**config.mk**
```make
export PLATFORM = sky130hd
export DESIGN_NAME = gf16_reduce_acc
export DESIGN_NICKNAME = d
export VERILOG_FILES = /design/src/rtl/gf16_reduce_acc_pkg.sv /design/src/rtl/gf16_reduce_acc_reduce.sv /design/src/rtl/gf16_reduce_acc.sv
export SDC_FILE = /design/constraint.sdc
export NUM_CORES = 1
export LEC_CHECK = 0
export CORE_UTILIZATION = 35
export CTS_BUF_LIST = sky130_fd_sc_hd__clkbuf_4 sky130_fd_sc_hd__clkbuf_8
export DETAILED_ROUTE_END_ITERATION = 6
export PLACE_DENSITY = 0.5
export REMOVE_ABC_BUFFERS = 1
export SYNTH_ARGS = -nofsm -noshare
export SYNTH_HDL_FRONTEND = slang
export SYNTH_SLANG_ARGS = --single-unit
```
**constraint.sdc**
```tcl
create_clock -name clk -period 8.6 [get_ports clk]
set_input_delay 1.29 -clock clk [delete_from_list [all_inputs] [get_ports clk]]
set_output_delay 1.29 -clock clk [all_outputs]
set_load 0.01 [all_outputs]
```
**src/rtl/gf16_reduce_acc_pkg.sv**
```systemverilog
`default_nettype none
// ============================================================================
//  Module   : gf16_reduce_acc_pkg
//  Brief    : Shared GF(2^16) constants and the stage-1 term record.
//  Revision : 1.0 - initial release
// ============================================================================
package gf16_reduce_acc_pkg;

    // Field element width and width of an unreduced 16x16 carry-less product
    localparam int FIELD_W = 16;
    localparam int PROD_W  = 31;

    // Low coefficients of x^16 + x^5 + x^3 + x^2 + 1 (x^16 term implicit)
    localparam logic [FIELD_W-1:0] POLY_DEFAULT = 16'h002D;

    // One accepted term together with its framing flags
    typedef struct packed {
        logic [PROD_W-1:0] prod;
        logic              first;
        logic              last;
    } term_t;

endpackage
`default_nettype wire

```
**src/rtl/gf16_reduce_acc_reduce.sv**
```systemverilog
`default_nettype none
// ============================================================================
//  Module   : gf16_reduce
//  Brief    : Combinational reduction of a 31-bit GF(2)[x] product modulo
//             x^16 + poly. Pure logic, shared by the field datapath stages.
//  Revision : 1.0 - initial release
// ============================================================================
module gf16_reduce
    import gf16_reduce_acc_pkg::*;
(
    input  logic [PROD_W-1:0]  prod,
    input  logic [FIELD_W-1:0] poly,
    output logic [FIELD_W-1:0] r
);

    // Full modulus with the implicit x^16 term made explicit, zero-extended
    logic [PROD_W-1:0] modulus;
    logic [PROD_W-1:0] work;

    // Long division from the top coefficient down: each set bit at or above
    // x^16 is cancelled by XOR-ing in the modulus aligned to that position.
    always_comb begin
        modulus = {{(PROD_W-FIELD_W-1){1'b0}}, 1'b1, poly};
        work    = prod;
        for (int i = PROD_W - 1; i >= FIELD_W; i--) begin
            if (work[i]) begin
                work = work ^ (modulus << (i - FIELD_W));
            end
        end
        r = work[FIELD_W-1:0];
    end

endmodule
`default_nettype wire

```
**src/rtl/gf16_reduce_acc.sv**
```systemverilog
`default_nettype none
// ============================================================================
//  Module   : gf16_reduce_acc
//  Brief    : Two-stage GF(2^16) reduce-and-accumulate. Stage 1 registers an
//             unreduced product term; stage 2 reduces it and XOR-accumulates
//             it into the frame sum, publishing the sum on the last term.
//  Revision : 1.0 - initial release
// ============================================================================
module gf16_reduce_acc
    import gf16_reduce_acc_pkg::*;
(
    input  logic               clk,
    input  logic               rst_n,
    input  logic               in_valid,
    output logic               in_ready,
    input  logic [PROD_W-1:0]  in_prod,
    input  logic               in_first,
    input  logic               in_last,
    input  logic [FIELD_W-1:0] poly_i,
    input  logic               poly_ld,
    output logic               out_valid,
    input  logic               out_ready,
    output logic [FIELD_W-1:0] out_data,
    output logic               busy
);

    // ------------------------------------------------------------------
    // State
    // ------------------------------------------------------------------
    term_t              s1_q,        s1_d;
    logic               s1_valid_q,  s1_valid_d;
    logic [FIELD_W-1:0] acc_q,       acc_d;
    logic               mid_frame_q, mid_frame_d;
    logic [FIELD_W-1:0] out_data_q,  out_data_d;
    logic               out_valid_q, out_valid_d;
    logic [FIELD_W-1:0] poly_q,      poly_d;

    // ------------------------------------------------------------------
    // Handshake and datapath nets
    // ------------------------------------------------------------------
    logic               stall;
    logic               advance;
    logic               fire;
    logic [FIELD_W-1:0] red_r;
    logic [FIELD_W-1:0] acc_next;

    // Reduction of the stage-1 product under the current polynomial
    gf16_reduce u_reduce (
        .prod (s1_q.prod),
        .poly (poly_q),
        .r    (red_r)
    );

    // Flow control: a last term may only leave stage 1 when the output
    // register is free or being drained in the same cycle.
    always_comb begin
        stall     = s1_valid_q & s1_q.last & out_valid_q & ~out_ready;
        advance   = s1_valid_q & ~stall;
        in_ready  = ~s1_valid_q | ~stall;
        fire      = in_valid & in_ready;
        acc_next  = (s1_q.first ? '0 : acc_q) ^ red_r;
        busy      = s1_valid_q | mid_frame_q;
        out_valid = out_valid_q;
        out_data  = out_data_q;
    end

    // Next-state: stage-1 capture, accumulation, output publish, poly load
    always_comb begin
        s1_d        = s1_q;
        s1_valid_d  = s1_valid_q;
        acc_d       = acc_q;
        mid_frame_d = mid_frame_q;
        out_data_d  = out_data_q;
        out_valid_d = out_valid_q;
        poly_d      = poly_q;

        // Stage 1 refills on accept, otherwise empties when its term moves on
        if (fire) begin
            s1_d       = '{prod: in_prod, first: in_first, last: in_last};
            s1_valid_d = 1'b1;
        end else if (advance) begin
            s1_valid_d = 1'b0;
        end

        // Downstream consumption frees the output register
        if (out_valid_q && out_ready) begin
            out_valid_d = 1'b0;
        end

        // Stage 2: fold the reduced term into the frame sum. A last term
        // publishes the sum and leaves the accumulator empty, so a following
        // term without in_first still starts from zero.
        if (advance) begin
            if (s1_q.last) begin
                out_data_d  = acc_next;
                out_valid_d = 1'b1;
                acc_d       = '0;
                mid_frame_d = 1'b0;
            end else begin
                acc_d       = acc_next;
                mid_frame_d = 1'b1;
            end
        end

        // Polynomial may change only between frames with nothing in flight;
        // a pending output is unaffected since it is already reduced.
        if (poly_ld && !busy) begin
            poly_d = poly_i;
        end
    end

    // State registers with asynchronous active-low reset
    always_ff @(posedge clk or negedge rst_n) begin
        if (!rst_n) begin
            s1_q        <= '0;
            s1_valid_q  <= 1'b0;
            acc_q       <= '0;
            mid_frame_q <= 1'b0;
            out_data_q  <= '0;
            out_valid_q <= 1'b0;
            poly_q      <= POLY_DEFAULT;
        end else begin
            s1_q        <= s1_d;
            s1_valid_q  <= s1_valid_d;
            acc_q       <= acc_d;
            mid_frame_q <= mid_frame_d;
            out_data_q  <= out_data_d;
            out_valid_q <= out_valid_d;
            poly_q      <= poly_d;
        end
    end

endmodule
`default_nettype wire

```
Word level (Yosys, flattened, before mapping) --
Index checks and enable logic that the tools add are counted.
Operators by class: bitwise logic cells 26, equality and inequality tests 0, multipliers 0, reduce and logical (&&, ||, !) cells 5, div/mod/pow operators 0, $lt $le $gt $ge 0, muxes and demuxes 23, $add $sub $neg 0, shifts and indexed selects 0
Operators by type and width (count):
- $mux W16 | 3
- $xor A16 B16 Y16 | 2
- $mux W30 | 1
- $xor A30 B30 Y30 | 1
- $mux W29 | 1
- $xor A29 B29 Y29 | 1
- $mux W28 | 1
- $xor A28 B28 Y28 | 1
- $mux W27 | 1
- $xor A27 B27 Y27 | 1
- $mux W26 | 1
- $xor A26 B26 Y26 | 1
- $mux W25 | 1
- $xor A25 B25 Y25 | 1
- $mux W24 | 1
- $xor A24 B24 Y24 | 1
- $mux W23 | 1
- $xor A23 B23 Y23 | 1
- $mux W22 | 1
- $xor A22 B22 Y22 | 1
- $mux W21 | 1
- $xor A21 B21 Y21 | 1
- $mux W20 | 1
- $xor A20 B20 Y20 | 1
- 14 further kinds | 27
Word-level totals: memories kept 0, word-level logic and storage cells 63, register bits after elaboration 84, output and inout bits 19, input port bits 54, memory bits (writable) 0, bits in read-only memories 0, latch bits 0

Logic depth before layout (Yosys ltp) --
depth in word-level cells 32, mapped depth 27, gate-level depth less buffers 20

Modules after synthesis --
A second synthesis with hierarchy kept.
Unflattened totals: cells, all modules 1159, area total of the unflattened synthesis 9511.6 µm²
Modules (own cells, without submodules):
- gf16_reduce | times used 1, cells an instance 887, seq. area each 0.0 µm², area each 5636.7 µm²
- gf16_reduce_acc | times used 1, cells an instance 272, seq. area each 2107.0 µm², area each 3875.0 µm²

Worst setup path before layout --
OpenSTA, ideal clock, no wires.
path kind flip-flop to flip-flop, from register poly_q[15], to register out_data_q[1] (netlist: out_data[1]), library setup time 0.130 ns, path buffers 3, period minus slack after synthesis 6.348 ns, arrival time 6.218 ns, cell stages (with the launch flop) 24, slack 2.252 ns, required time 8.470 ns, path through dfrtp_1 -> buf_2 -> mux2_2 -> a221oi_4 -> xor2_4 -> mux2i_2 -> xor2_1 -> o21ai_1 -> a2111oi_2 -> nor3_1 -> a21o_1 -> or3_1 -> and3_4 -> o41a_1 -> or2_1 -> a311oi_1 -> o22ai_2 -> xnor2_2 -> or3_1 -> buf_2 -> buf_2 -> nand3_1 -> xnor2_1 -> o21ai_1
On the way: word-level cells in the longest chain between the ends 30, elaborated cells between the ends (all ways) 31, classes of those cells mux: 15; bitwise: 16
RTL lines:
- start: declaration | line gf16_reduce_acc.sv:36 | logic [FIELD_W-1:0] poly_q, poly_d;
- start signal: assignment | line gf16_reduce_acc.sv:129 | poly_q <= poly_d;
- $xor A30 B30 Y30 | line gf16_reduce_acc_reduce.sv:27 | work = work ^ (modulus << (i - FIELD_W));
- $mux W30 | line gf16_reduce_acc_reduce.sv:26 | if (work[i]) begin
- $mux W29 | line gf16_reduce_acc_reduce.sv:26
- $xor A28 B28 Y28 | line gf16_reduce_acc_reduce.sv:27
- $mux W28 | line gf16_reduce_acc_reduce.sv:26
- $xor A27 B27 Y27 | line gf16_reduce_acc_reduce.sv:27
- $mux W27 | line gf16_reduce_acc_reduce.sv:26
- $xor A26 B26 Y26 | line gf16_reduce_acc_reduce.sv:27
- [... 14 more ...]
- $mux W19 | line gf16_reduce_acc_reduce.sv:26
- $xor A18 B18 Y18 | line gf16_reduce_acc_reduce.sv:27
- $mux W18 | line gf16_reduce_acc_reduce.sv:26
- $xor A17 B17 Y17 | line gf16_reduce_acc_reduce.sv:27
- $mux W17 * | line gf16_reduce_acc_reduce.sv:26
- $xor A16 B16 Y16 | line gf16_reduce_acc_reduce.sv:27
- $mux W16 * | line gf16_reduce_acc_reduce.sv:26
- $xor A16 B16 Y16 * | line gf16_reduce_acc.sv:61 | acc_next = (s1_q.first ? '0 : acc_q) ^ red_r;
- end signal: assignment | line gf16_reduce_acc.sv:127 | out_data_q <= out_data_d;
- end: declaration | line gf16_reduce_acc.sv:34 | logic [FIELD_W-1:0] out_data_q, out_data_d;
Every way passes the cells marked *; elsewhere a longest branch is shown, timed or not. A chain may end at the register's enable or synchronous reset.

Worst setup path in the final report --
from register s1_q[32] (netlist name), to register out_data_q[14] (netlist: out_data[14])
On the way: word-level cells in the longest chain between the ends 30
RTL lines:
- start: declaration | line gf16_reduce_acc.sv:30 | term_t s1_q, s1_d;
- start signal: assignment | line gf16_reduce_acc.sv:115 | s1_q <= '0;
- start signal: assignment | line gf16_reduce_acc.sv:123 | s1_q <= s1_d;
- $mux W30 * | line gf16_reduce_acc_reduce.sv:26
- $xor A29 B29 Y29 | line gf16_reduce_acc_reduce.sv:27
- $mux W29 * | line gf16_reduce_acc_reduce.sv:26
- $xor A28 B28 Y28 | line gf16_reduce_acc_reduce.sv:27
- $mux W28 * | line gf16_reduce_acc_reduce.sv:26
- $xor A27 B27 Y27 | line gf16_reduce_acc_reduce.sv:27
- $mux W27 * | line gf16_reduce_acc_reduce.sv:26
- $xor A26 B26 Y26 | line gf16_reduce_acc_reduce.sv:27
- [... 14 more ...]
- $mux W19 * | line gf16_reduce_acc_reduce.sv:26
- $xor A18 B18 Y18 | line gf16_reduce_acc_reduce.sv:27
- $mux W18 * | line gf16_reduce_acc_reduce.sv:26
- $xor A17 B17 Y17 | line gf16_reduce_acc_reduce.sv:27
- $mux W17 * | line gf16_reduce_acc_reduce.sv:26
- $xor A16 B16 Y16 | line gf16_reduce_acc_reduce.sv:27
- $mux W16 * | line gf16_reduce_acc_reduce.sv:26
- $xor A16 B16 Y16 * | line gf16_reduce_acc.sv:61
Marks and branches as above.

==> flow_summary.ini <==
[place]
placed_area_sq_mm = 0.01034
port-buffer-count = 72
hpwlAfterDp_um = 21750
place_congestion = 0.9327
detailedPlace.worstSlack_ns = 0.6820

[global_route]
grt_use_met2_pct = 34.26
grt-ovfl-total = 0
grt_usage_pct = 22.73
use_met1_pct = 33.05
grt_pass1_wl_um = 47200
grt_start_max_net_pins = 68
grt_most_used_layer = met2
grt_pass1_vias = 8176
antenna_found_initial = 0
grt_util_met3_pct = 3.409

[sta]
final.period_utilization_pct = 93.04
setup_viol = 0
finalCriticalPeriod_ns = 8.002
finalWorstSetupSlack_ns = 0.5983
grt_setup_unrepaired = false
clock.fmax_ghz = 0.1250
hold_viol = 0
skew_ns = 0.02867
drv_slew = 0
setup_tns_ns = 0
worstMarginPinSlew_ns = 1.161
slew_headroom_pct = 22.38

[synthesis]
synth_area_sq_mm = 0.009173
synth_ff_type = dfrtp_1
synth.avg_cell_area_sq_um = 7.955
synth_edf_count = 0
synthCells = 1153
ys_types = 90
yosysWarnings = 0
yosys-top-cells-area = dfrtp_1 (22%), xnor2_1 (18%), nand2_1 (9.7%)
async_reset_ff_share_pct = 100.0
yosysTopAreaCell = dfrtp_1
yosysSeqAreaShare_pct = 22.97
ys_ff_latch = 84
yosysTopAreaCellShare_pct = 21.83

[die]
fp-row-count = 58
die_width_um = 163.9
dieHeight_um = 163.9
start_util_pct = 36.01
die_area_sq_mm = 0.02686
io_pins = 73
core_area_sq_mm = 0.02547

[cells_and_area]
diodes = 0
final_util_pct = 41.38
design_area_sq_mm = 0.01054
nFillCells = 2613
drive_gt1_share_pct = 12.90
syn2layout_area_growth_pct = 14.91
layout.nets = 1251

[cts]
postCtsSetupRepairBufs = 0
clkSinkCount = 84
htreeDepth = 3
cts_buffers = 9
clkLatencyLatePin_ns = 0.41
cts_hold_buffers = 0
clk_pin_slew_worst_paths_ns = 0.10
cts_resized = 0
cts-root-buf = clkbuf_8
clock_path_buffers = 2
cts_tree = yes

[drt]
wl_per_cell_um = 19.37
drt.antenna.violating_nets = 0
vias = 8601
drc = 0
first_iter_violations = 708
vias_per_cell = 5.614
drt_first_pass_iters = 6
routed_wl_um = 29670

[worst_setup_path]
worstSetupStartpointType = register
max_stage_delay_ns = 0.84
r2r.worst_path.cells = 21
required_ns = 8.93
worstSetupEndpointType = register
path_class = register to register
rrSetupSlack_ns = 0.60
r2r_end = out_data[14]$_DFFE_PN0P_
cp_slowest_cell = xnor2_1
r2r-start = s1_q[32]$_DFFE_PN0P_
path_max_fanout = 19
crit_arrival_ns = 8.33
cpMostUsedCell = xnor2_1
cp_cell_sequence = mux2_2, a221oi_4, xor2_4, mux2i_2, xnor2_1, buf_4, and3_1, a2111oi_2, nor3_1, a21o_1, or3_1, and3_4, o41a_1, or2_1, xnor2_1, nand2_1, xnor2_1, xnor2_1, xnor2_1, xnor2_1, mux2_2

[status]
outcome = finished, final reports clean

[hold_path]
min_from = acc_q[8]$_DFFE_PN0P_
hp-class = register to register
holdPathEnd = acc_q[8]$_DFFE_PN0P_
min_path_cells = 2

[job]
drv_cap = 0
## layout by cell type (no fill, tap or decap), drive strengths merged, types with 16 or more instances in the layout
master | netlist | layout
xor2 | 16 | 16
o21ai | 78 | 78
nand2b | 17 | 17
nand3 | 29 | 29
dfrtp | 80 | 80
clkdlybuf4s50 | 0 | 71
xnor2 | 193 | 193
nor2 | 39 | 39
mux2 | 47 | 47
a211oi | 27 | 27
a21oi | 33 | 33
buf | 21 | 56
nand2 | 236 | 236
## cell usage after synthesis (4+ instances only)
cell type and instances:
inv_1 8, a211oi_1 24, dfrtp_1 80, dfstp_2 4
or3_1 7, nand3_1 28, nor2_1 39, clkbuf_1 72
o31a_1 6, and3_1 5, o21ai_0 50, o32ai_1 4
or4_1 5, o31ai_1 7, nand2b_1 17, a22oi_1 5
a21oi_1 33, a32oi_1 13, o311ai_0 6, o2111ai_1 6
a22o_1 11, nor2b_1 15, nand4_1 9, o211ai_1 7
nor4_1 8, a2111oi_0 5, and2_1 5, xnor3_1 8
nor3_1 10, nor4_2 4, mux2i_1 11, mux2_2 47
nand2_1 236, o221ai_1 5, buf_1 6, a211o_1 5
xnor2_1 190, clkinv_1 4, a311oi_1 5, nor3b_1 7
xor2_1 15, o21ai_1 28, buf_2 13
## final cells by class
type | count | area [sq um] | area share (%)
sequential | 84 | 2108 | 20.00
clock inverter | 7 | 73.82 | 0.7004
inverter | 12 | 45.04 | 0.4274
clock buffer | 9 | 123.9 | 1.175
timing repair buffer | 127 | 1131 | 10.73
tap | 330 | 412.9 | 3.917
multi-input combinational | 963 | 6645 | 63.05
## worst max-delay path: cells and delay by family, from the launching register on
kind / cells / cell delay, ns
AOI/OAI and AO/OA: 4 / 1.85
xor gates and xnor gates: 7 / 2.49
buffers and inverters: 1 / 0.24
DFF: 1 / 0.78
muxes: 3 / 1.14
and+or+nand+nor: 6 / 1.43
## state kept, by name, indices dropped and copies added (netlist names)
name and flops:
s1_valid_q 1, out_valid 1, acc_q 16, mid_frame_q 1, s1_q 33, poly_q 16
out_data 16
## how the worst max path moves through the flow
stage | slack [ns] | cells past startpoint | start | endpoint
global placement | 0.80 | 21 | s1_q[32]$_DFFE_PN0P_ | out_data[0]$_DFFE_PN0P_
finish | 0.60 | 21 | s1_q[32]$_DFFE_PN0P_ | out_data[14]$_DFFE_PN0P_
global route | 0.06 | 22 | s1_q[32]$_DFFE_PN0P_ | out_data[5]$_DFFE_PN0P_
floorplan | 0.70 | 20 | poly_q[15]$_DFFE_PN0P_ | acc_q[0]$_DFFE_PN0P_
detailed placement | 0.68 | 21 | s1_q[32]$_DFFE_PN0P_ | acc_q[0]$_DFFE_PN0P_
CTS | 0.69 | 21 | s1_q[32]$_DFFE_PN0P_ | acc_q[0]$_DFFE_PN0P_
## metal layers
metal	routed length, um	up-vias
met4	654	0
met3	2072	46
met1	14230	4072
li1	-	4168
met5	0	-
met2	12710	315
## per-stage QoR
stage | hold slack, ns | std cells
floorplan | 0.4394 | 1059
global placement | 0.4536 | 1516
detailed placement | 0.4581 | 1516
CTS | 0.4869 | 1532
global route | 0.5197 | 1532
finish | 0.4879 | 1532
## kinds of logic (layout without fill, tap and decap cells)
| kind of cell | after synthesis | count (layout) | share of synthesized area (%) |
|---|---|---|---|
| buf+inv | 106 | 155 | 4.610 |
| simple gates | 415 | 415 | 21.21 |
| flops | 84 | 84 | 22.97 |
| compound gates | 271 | 271 | 21.46 |
| xor+xnor | 218 | 218 | 22.63 |
| mux | 59 | 59 | 7.120 |
Power is left out: the tool's default activity adds up to more than one toggle a clock period on the data nets, which glitch-free logic cannot reach.
